`src/rtl/shift_arb_ctrl.sv`:
```
// Two-requester round-robin arbiter feeding a parallel-in, serial-out shifter.
// The granted word is shifted out LSB first; a one-cycle DONE state closes each word.
module shift_arb_ctrl #(
  parameter int WIDTH = 4
) (
  input  logic             clk,
  input  logic             clear,
  input  logic             req0,
  input  logic             req1,
  input  logic [WIDTH-1:0] data0,
  input  logic [WIDTH-1:0] data1,
  output logic             ack0,
  output logic             ack1,
  output logic [WIDTH-1:0] A,
  output logic             SO,
  output logic             SO_valid,
  output logic             owner,
  output logic             busy,
  output logic             done
);

  localparam int CNT_W = (WIDTH > 1) ? $clog2(WIDTH) : 1;
  localparam logic [CNT_W-1:0] CNT_LAST = CNT_W'(WIDTH - 1);

  typedef enum logic [1:0] {IDLE, SHIFT, DONE} state_t;

  state_t           state, state_nxt;
  logic [WIDTH-1:0] a_nxt;
  logic [CNT_W-1:0] cnt, cnt_nxt;
  logic             owner_nxt;
  logic             prio, prio_nxt;
  logic             ack0_nxt, ack1_nxt;
  logic             gnt_any;
  logic             gnt_idx;

  // Contention is settled by prio; a lone request wins outright.
  assign gnt_any = req0 | req1;
  assign gnt_idx = (req0 & req1) ? prio : req1;

  always_comb begin
    state_nxt = state;
    a_nxt     = A;
    cnt_nxt   = cnt;
    owner_nxt = owner;
    prio_nxt  = prio;
    ack0_nxt  = 1'b0;
    ack1_nxt  = 1'b0;
    case (state)
      IDLE: begin
        if (gnt_any) begin
          a_nxt     = gnt_idx ? data1 : data0;
          owner_nxt = gnt_idx;
          ack0_nxt  = ~gnt_idx;
          ack1_nxt  = gnt_idx;
          cnt_nxt   = '0;
          state_nxt = SHIFT;
        end
      end
      SHIFT: begin
        a_nxt = A >> 1;
        // Hold the counter on the last bit so it never wraps inside a word.
        if (cnt == CNT_LAST) begin
          state_nxt = DONE;
        end else begin
          cnt_nxt = cnt + CNT_W'(1);
        end
      end
      DONE: begin
        state_nxt = IDLE;
        prio_nxt  = ~owner;
      end
      default: state_nxt = IDLE;
    endcase
  end

  always_ff @(posedge clk) begin
    if (clear) begin
      state <= IDLE;
      A     <= '0;
      cnt   <= '0;
      owner <= 1'b0;
      prio  <= 1'b0;
      ack0  <= 1'b0;
      ack1  <= 1'b0;
    end else begin
      state <= state_nxt;
      A     <= a_nxt;
      cnt   <= cnt_nxt;
      owner <= owner_nxt;
      prio  <= prio_nxt;
      ack0  <= ack0_nxt;
      ack1  <= ack1_nxt;
    end
  end

  assign SO_valid = (state == SHIFT);
  assign SO       = SO_valid & A[0];
  assign busy     = (state != IDLE);
  assign done     = (state == DONE);

endmodule

```
`config.mk`:
```
export PLATFORM = sky130hd
export DESIGN_NAME = shift_arb_ctrl
export DESIGN_NICKNAME = d
export VERILOG_FILES = /design/src/rtl/shift_arb_ctrl.sv
export SDC_FILE = /design/constraint.sdc
export NUM_CORES = 1
export LEC_CHECK = 0
export ABC_AREA = 0
export CAP_MARGIN = 20
export CORE_UTILIZATION = 43
export DETAILED_ROUTE_END_ITERATION = 6
export HOLD_SLACK_MARGIN = 0.05
export MAX_ROUTING_LAYER = met4
export PLACE_DENSITY = 0.8
export SLEW_MARGIN = 40
export SYNTH_ARGS = -nofsm -noshare
export SYNTH_HDL_FRONTEND = slang
export SYNTH_SLANG_ARGS = --single-unit
```
`constraint.sdc`:
```
create_clock -name clk -period 1.9 [get_ports clk]
set_clock_uncertainty 0.15 [all_clocks]
set_input_delay 0.38 -clock clk [delete_from_list [all_inputs] [get_ports clk]]
set_output_delay 0.38 -clock clk [all_outputs]
set_load 0.02 [all_outputs]
```
======== Word-level counts from Yosys, hierarchy flattened ========
Cells that the tools add are included.
storage, ports and cells
  input port bits ......................... 12
  flip-flop bits (word level) ............. 12
  logic and storage cells ................. 39
cells by class
  bitwise logic cells ..................... 7
  reduce and logical (&&, ||, !) cells .... 8
  mux-type cells .......................... 10
  add/sub/neg operators ................... 1
  equality and inequality tests ........... 6
operators with widths
  kind                                                 number
  two-way mux 2 bit                                    4
  two-way mux 4 bit                                    2
  case mux 2 bit (2 select lines)                      2
  case mux 4 bit (2 select lines)                      1
  AND reduction 2 bit                                  3
  equality test 2 bit, second input constant           2
  != test 2 bit, second input constant                 2
  inverter 1 bit                                       4
  nonzero test 2 bit                                   2
  AND reduction 3 bit                                  1
  OR reduction 3 bit                                   1
  adder 2 x 1 -> 2 bit, second input constant          1
  bitwise AND 1 bit                                    2
  equality test 2 x 1 -> 1 bit, second input constant  1
  logical NOT 2 bit                                    1
  != test 2 x 1 -> 1 bit, second input constant        1
  two-way mux 1 bit                                    1
  bitwise OR 1 bit                                     1

======== Depth between registers and ports, before layout ========
Gate-level depths: netlist of run 1.
  word-level depth ........................ 5
  mapped depth ............................ 5
  gate-level depth less buffers ........... 5

======== Worst setup path after synthesis of run 1 ========
Ideal clock, no wire load.
  path type ............................... reg-to-output
  start point ............................. reg state[0]
  end point ............................... out SO
  stages on the path, launching flop included .. 3
  required time ........................... 1.370 ns
  slack ................................... 0.460 ns
  path buffers ............................ 0
  arrival ................................. 0.910 ns
  cell sequence ........................... dfxtp_1 -> and2b_4 -> and2_1
on the way
  longest elaborated chain between the ends .. 2
RTL lines
  what                          RTL line  source
  from (decl)                   27        state_t state, state_nxt;
  from (signal assigned)        86        state <= state_nxt;
  equality test 2 x 1 -> 1 bit  96        assign SO_valid = (state == SHIFT);
  named net SO_valid            16        output logic SO_valid,
  bitwise AND 1 bit             97        assign SO = SO_valid & A[0];
  to (decl)                     15        output logic SO,
The timed path passes the listed nets, and every way through them passes these cells.

======== Final worst setup path of run 1 ========
  start point ............................. reg state[1]
  end point ............................... out SO
on the way
  longest elaborated chain between the ends .. 2
RTL lines
  what                          RTL line
  equality test 2 x 1 -> 1 bit  96
  bitwise AND 1 bit             97
No other way between the ends.

==> summary.md, run 1 <==
| Metric | Value |
|---|---|
| Global-route wire length before repair | 1.88 mm |
| Worst VDD drop | 492 uV |
| Layout area overhead | 48.3% |
| Final Max Tran Viols | 0 |
| DRT iter0 DRCs | 5 |
| Via density | 4.85 |
| Achievable Freq | 553 MHz |
| Slowest cell on the critical path | dlygate4sd2_1 |
| Min Hold Slack | 0.374 ns |
| Fin crit share | 0.951 |
| Standard-cell rows | 12 |
| CTS Root Cell | clkbuf_4 |
| GR Util All Layers | 0.195 |
| Antenna violations before repair | 0 |
| P per Cell Area | 684 nW/um2 |
| TritonRoute pass-1 iters | 2 |
| Pin count of the biggest net entering global routing | 11 |
| Distinct cells, synth | 25 |
| Gate Count Post-Synth | 53 |
| Total negative slack | 0 ns |
| Routed Antenna Nets | 0 |
| TritonCTS Buffers | 3 |
| Hold buffer count at CTS | 0 |
| Commonest non-fill, non-tap cell in the layout | clkdlybuf4s50_1 |
| # DRC | 0 |
| Die Width | 38.1 um |
| Drt wl/cell | 12.4 um |
| Post-synth top area cell | dfxtp_1 |
| CTS tree | built |
| Seq cells post-synth | 12 |
| CP peak stage delay | 0.32 ns |
| RSZ-0062 raised after global routing | false |
| Layout cells sized above 1 | 0.238 |
| Ys Warns | 0 |
| Critical Path, Cell by Cell | and2b_4 > and2_1 > dlygate4sd2_1 |
| CTS clk-pin slew, worst paths | 0.07 ns |
| Leakage | 0.000367 uW |
| # Max-Cap Violations | 0 |
| Final WS setup | 0.0933 ns |
| CP Buf/Inv Count | 1 |
| Nets@finish | 95 |
| Max-slew headroom | 0.824 |
| Die footprint | 1450 um2 |
| Status | completed |
| Overflow after GRT | 0 |
| Worst-Margin Slew | 0.263 ns |
| Final WL | 1.17 mm |
| Core ar. | 1160 um2 |
| Setup Fix Bufs, Post-CTS | 0 |
| Place WS | 0.0669 ns |
| Cell area after synthesis | 559 um2 |
| RePlAce Congestion | 0.779 |
| Area of the multi-input gates | 293 um2 |
| Tmin final | 1.81 ns |
| Initial core utilization | 0.484 |
| Crit Path Max Fanout | 6 |
| Vias in the first global route | 426 |
| Clock Tree Buf Depth | 2 |
| Clk sinks | 12 |
| Final Hold Vio Count | 0 |
| Critical path type | flop to output pin |
| Post-CTS sizing | 4 |
| Commonest cells after routing, fill and taps aside | clkdlybuf4s50_1, dfxtp_1, mux2i_1, nor2_1 |
| Sequential area share after synthesis | 0.430 |
| Startpoint types | flop |
| H-tree Lvls | 1 |
| Num ports | 23 |
| Post-Synthesis Net Count | 66 |
| Crit path capture type | output pin |
| Data required, critical path | 1.37 ns |
| Fillcell total | 91 |
| Register Area | 240 um2 |
| Share of the synthesized area in the top cell type | 0.430 |
| Mapped Avg Cell Area | 10.6 um2 |
| Worst skew pair latency | 0.26 ns |
| # diodes | 0 |
| Die height | 38.1 um |
| Worst min path class | flop to flop |
| Final setup fails | 0 |
| Worst path top cell family by delay | simple AND/OR/NAND/NOR gates |
| Vias after detailed routing | 456 |
| Leading cell types by total area after synthesis | dfxtp_1, mux2i_1, a22oi_1, nor2_1, nor2b_2 |
| # port buffers | 22 |
| Arrival time worst endpoint | 1.28 ns |
## where the power goes
group	internal [uW]	leakage [uW]	total, uW	switching (uW)
Sequential	267	0.0000984	276	9.40
Combinational	75.6	0.000254	142	66.5
Clock	73.2	0.0000138	149	75.4
## registers in the layout, summed over array words and instances (netlist names)
register,flops
owner,1
cnt,2
state,2
ack1,1
A,4
prio,1
ack0,1
## worst paths after layout
kind | start | endpoint | slack [ns] | depth (start not counted)
worst max-delay path | state[1]$_SDFFE_PP0P_ | SO | 0.09 | 3
worst min-delay path | A[3]$_SDFFE_PP0P_ | A[3]$_SDFFE_PP0P_ | 0.37 | 2
worst max register to register | cnt[0]$_SDFFE_PP0P_ | cnt[1]$_SDFFE_PP0P_ | 0.47 | 5
worst min register to register | A[3]$_SDFFE_PP0P_ | A[3]$_SDFFE_PP0P_ | 0.37 | 2
## metrics by stage
stage / total power [uW] / instance area [um2] / util / instances
5_1_grt: 597 / 830 / 0.718 / 94
6_report: 567 / 830 / 0.718 / 94
3_3_place_gp: 425 / 812 / 0.702 / 91
2_1_floorplan: 361 / 559 / - / 53
3_5_place_dp: 429 / 812 / 0.702 / 91
4_1_cts: 574 / 830 / 0.718 / 94
## synth_stat cells, drive strengths merged
cell and n:
nor2 7, and2b 1, ha 1, a21oi 1, nand2 1, dfxtp 12, inv 3, mux2 1
clkbuf 1, and3b 1, nand3b 1, o21ai 2, nor2b 2, mux2i 6, or2 2, buf 1
o21bai 1, and2 1, o22ai 3, a22oi 4, nor3b 1
## routing by layer
| layer | part of all wire | up-vias | GRT usage |
|---|---|---|---|
| met5 | 0 | - | - |
| met4 | 0 | 0 | 0.107 |
| met3 | 0.046 | 0 | 0.0581 |
| met2 | 0.48 | 12 | 0.258 |
| met1 | 0.48 | 203 | 0.262 |
| li1 | - | 241 | - |
## worst register-to-register path: stages (launching register included)
cell and delay, ns:
dfxtp_1 0.32, ha_1 0.23, nor3b_2 0.27, a21oi_1 0.12
a22oi_1 0.17, nor2_1 0.06
## layout make-up
type                            instances  share of cell area
Clock buffer                            3              0.0271
Inverter                                3              0.0136
Multi-Input combinational cell         36               0.353
Sequential cell                        12               0.290
Tap cell                               14              0.0211
Timing Repair Buffer                   26               0.296
## kinds of logic (layout without fill, tap and decap cells)
logic type                 after synthesis  in the layout  share of synthesized area
AOI/OAI and AO/OA                       11             11                      0.159
adders and majority gates                1              1                     0.0224
buffers and inverters                    5             32                     0.0470
DFF                                     12             12                      0.430
muxes                                    7              7                      0.128
and+or+nand+nor                         17             17                      0.215
No activity file was read; power rests on OpenSTA's default activity.
==> inputs of run 2 (changes only) <==
--- a/config.mk
+++ b/config.mk
@@ -8,10 +8,12 @@
 export ABC_AREA = 0
 export CAP_MARGIN = 20
 export CORE_UTILIZATION = 43
+export CTS_CLUSTER_SIZE = 28
 export DETAILED_ROUTE_END_ITERATION = 6
 export HOLD_SLACK_MARGIN = 0.05
 export MAX_ROUTING_LAYER = met4
 export PLACE_DENSITY = 0.8
+export SETUP_SLACK_MARGIN = 0.2
 export SLEW_MARGIN = 40
 export SYNTH_ARGS = -nofsm -noshare
 export SYNTH_HDL_FRONTEND = slang
==> summary.md, run 2 (synthesized netlist as in run 1, its figures left out) <==
| Metric | Value |
|---|---|
| Status | completed |
| Num ports | 23 |
| Die height | 38.1 um |
| Vias after detailed routing | 456 |
| Worst setup path endpoint | SO |
| Crit path capture type | output pin |
| # Max-Cap Violations | 0 |
| Clock Tree Buf Depth | 2 |
| Largest regs | A (4), cnt (2), state (2) |
| Crit Path Max Fanout | 6 |
| Core ar. | 1160 um2 |
| Final WL | 1.19 mm |
| Commonest cells after routing, fill and taps aside | dfxtp_1, clkdlybuf4s50_1, mux2i_1, dlygate4sd2_1, nor2_1 |
| Final setup fails | 0 |
| RSZ-0062 raised after global routing | true |
| Hold buffer count at CTS | 0 |
| Vias in the first global route | 422 |
| Worst min path class | flop to flop |
| Setup Fix Bufs, Post-CTS | 0 |
| Placement Cell Area | 812 um2 |
| Slowest cell on the critical path | dfxtp_1 |
| Commonest non-fill, non-tap cell in the layout | dfxtp_1 |
| Standard-cell rows | 12 |
| Layout area overhead | 44.7% |
| P per Cell Area | 691 nW/um2 |
| RR Startpoint | cnt[0]$_SDFFE_PP0P_ |
| Hold Path Stages | 2 |
| R2R cell count | 5 |
| Fin cells | 94 |
| Data required, critical path | 1.37 ns |
| Total power | 559 uW |
| Global-route wire length before repair | 1.86 mm |
| TritonCTS Buffers | 3 |
| CP Buf/Inv Count | 1 |
| Final Max Tran Viols | 0 |
| Overflow after GRT | 0 |
| Pin count of the biggest net entering global routing | 11 |
| Register-to-register path setup slack | 0.47 ns |
| Leakage | 0.000397 uW |
| TritonRoute pass-1 iters | 2 |
| Min-delay src | A[3]$_SDFFE_PP0P_ |
| Worst-Margin Slew | 0.263 ns |
| GR Util All Layers | 0.194 |
| Startpoint types | flop |
| Nets@finish | 95 |
| Post-CTS sizing | 18 |
| Crit path depth | 3 |
| RR Endpoint | cnt[1]$_SDFFE_PP0P_ |
| Core Util, Final | 0.700 |
| Dpl cells | 91 |
| CTS tree | built |
| Die footprint | 1450 um2 |
| Die Width | 38.1 um |
| Crit path launch | state[1]$_SDFFE_PP0P_ |
| Fillcell total | 92 |
| Worst skew pair latency | 0.26 ns |
| Total negative slack | 0 ns |
| H-tree Lvls | 1 |
| Top reg by flops | A |
| CTS Root Cell | clkbuf_4 |
| Number of flip-flops in the largest register | 4 |
| Worst VDD drop | 491 uV |
| DRT iter0 DRCs | 6 |
| Tmin final | 1.64 ns |
| # port buffers | 22 |
| Routed Antenna Nets | 0 |
| Worst path top cell family by delay | simple AND/OR/NAND/NOR gates |
| Achievable Freq | 610 MHz |
| # diodes | 0 |
| Fin area | 810 um2 |
| Clk sinks | 12 |
| Final Hold Vio Count | 0 |
| Critical path type | flop to output pin |
| Via density | 4.85 |
| CP peak stage delay | 0.31 ns |
| RePlAce Congestion | 0.779 |
| Initial core utilization | 0.484 |
| Antenna violations before repair | 0 |
| Drt wl/cell | 12.7 um |
| Max-slew headroom | 0.824 |
| Critical Path, Cell by Cell | and2b_4 > and2_1 > buf_2 |
| # DRC | 0 |
| Arrival time worst endpoint | 1.11 ns |
| CTS clk-pin slew, worst paths | 0.07 ns |
| Fin crit share | 0.862 |
| Layout cells sized above 1 | 0.288 |
-- run 2: cell count changes in the layout (fill, tap and decap cells not counted), sizes merged --
cell	change
buf	+3
dlymetal6s2s	+1
dlygate4sd2	+2
clkdlybuf4s50	-7
clkbuf	+1
-- run 2: stage by stage --
stage	worst slack, ns	hold WS (ns)
final	0.261	0.371
after global routing	0.184	0.382
after CTS	0.147	0.366
after detailed placement	0.0669	0.359
after global placement	0.102	0.341
after floorplan	0.460	0.320
-- run 2: how the worst min path moves through the flow --
stage | slack (ns) | endpoint
after floorplan | 0.32 | cnt[1]$_SDFFE_PP0P_
after global placement | 0.34 | cnt[1]$_SDFFE_PP0P_
after detailed placement | 0.36 | A[3]$_SDFFE_PP0P_
after CTS | 0.37 | A[3]$_SDFFE_PP0P_
after global routing | 0.38 | A[3]$_SDFFE_PP0P_
final | 0.37 | A[3]$_SDFFE_PP0P_
-- run 2: worst register-to-register path, stage by stage (launching register included) --
cell	delay, ns
dfxtp_1	0.32
ha_1	0.23
nor3b_2	0.27
a21oi_1	0.12
a22oi_1	0.17
nor2_1	0.06
-- run 2: layout make-up --
class,instances,area [um2],share of cell area
clock buffers,3,22.5,0.0278
inverters,3,11.3,0.0139
multi-input cells,36,293,0.362
flip-flops and latches,12,240,0.297
well taps,14,17.5,0.0216
repair buffers,26,225,0.278
-- run 2: report_power, final --
part / switching (uW) / internal [uW]
Combinational: 67.1 / 67.8
Clock: 75.2 / 73.2
Sequential: 8.94 / 267
Total: 151 / 408
-- run 2: metal layers --
metal | vias up | global-route usage | routed length, um
li1 | 240 | - | -
met1 | 204 | 0.262 | 583
met2 | 12 | 0.254 | 551
met3 | 0 | 0.0581 | 58
met4 | 0 | 0.107 | 0
met5 | - | - | 0
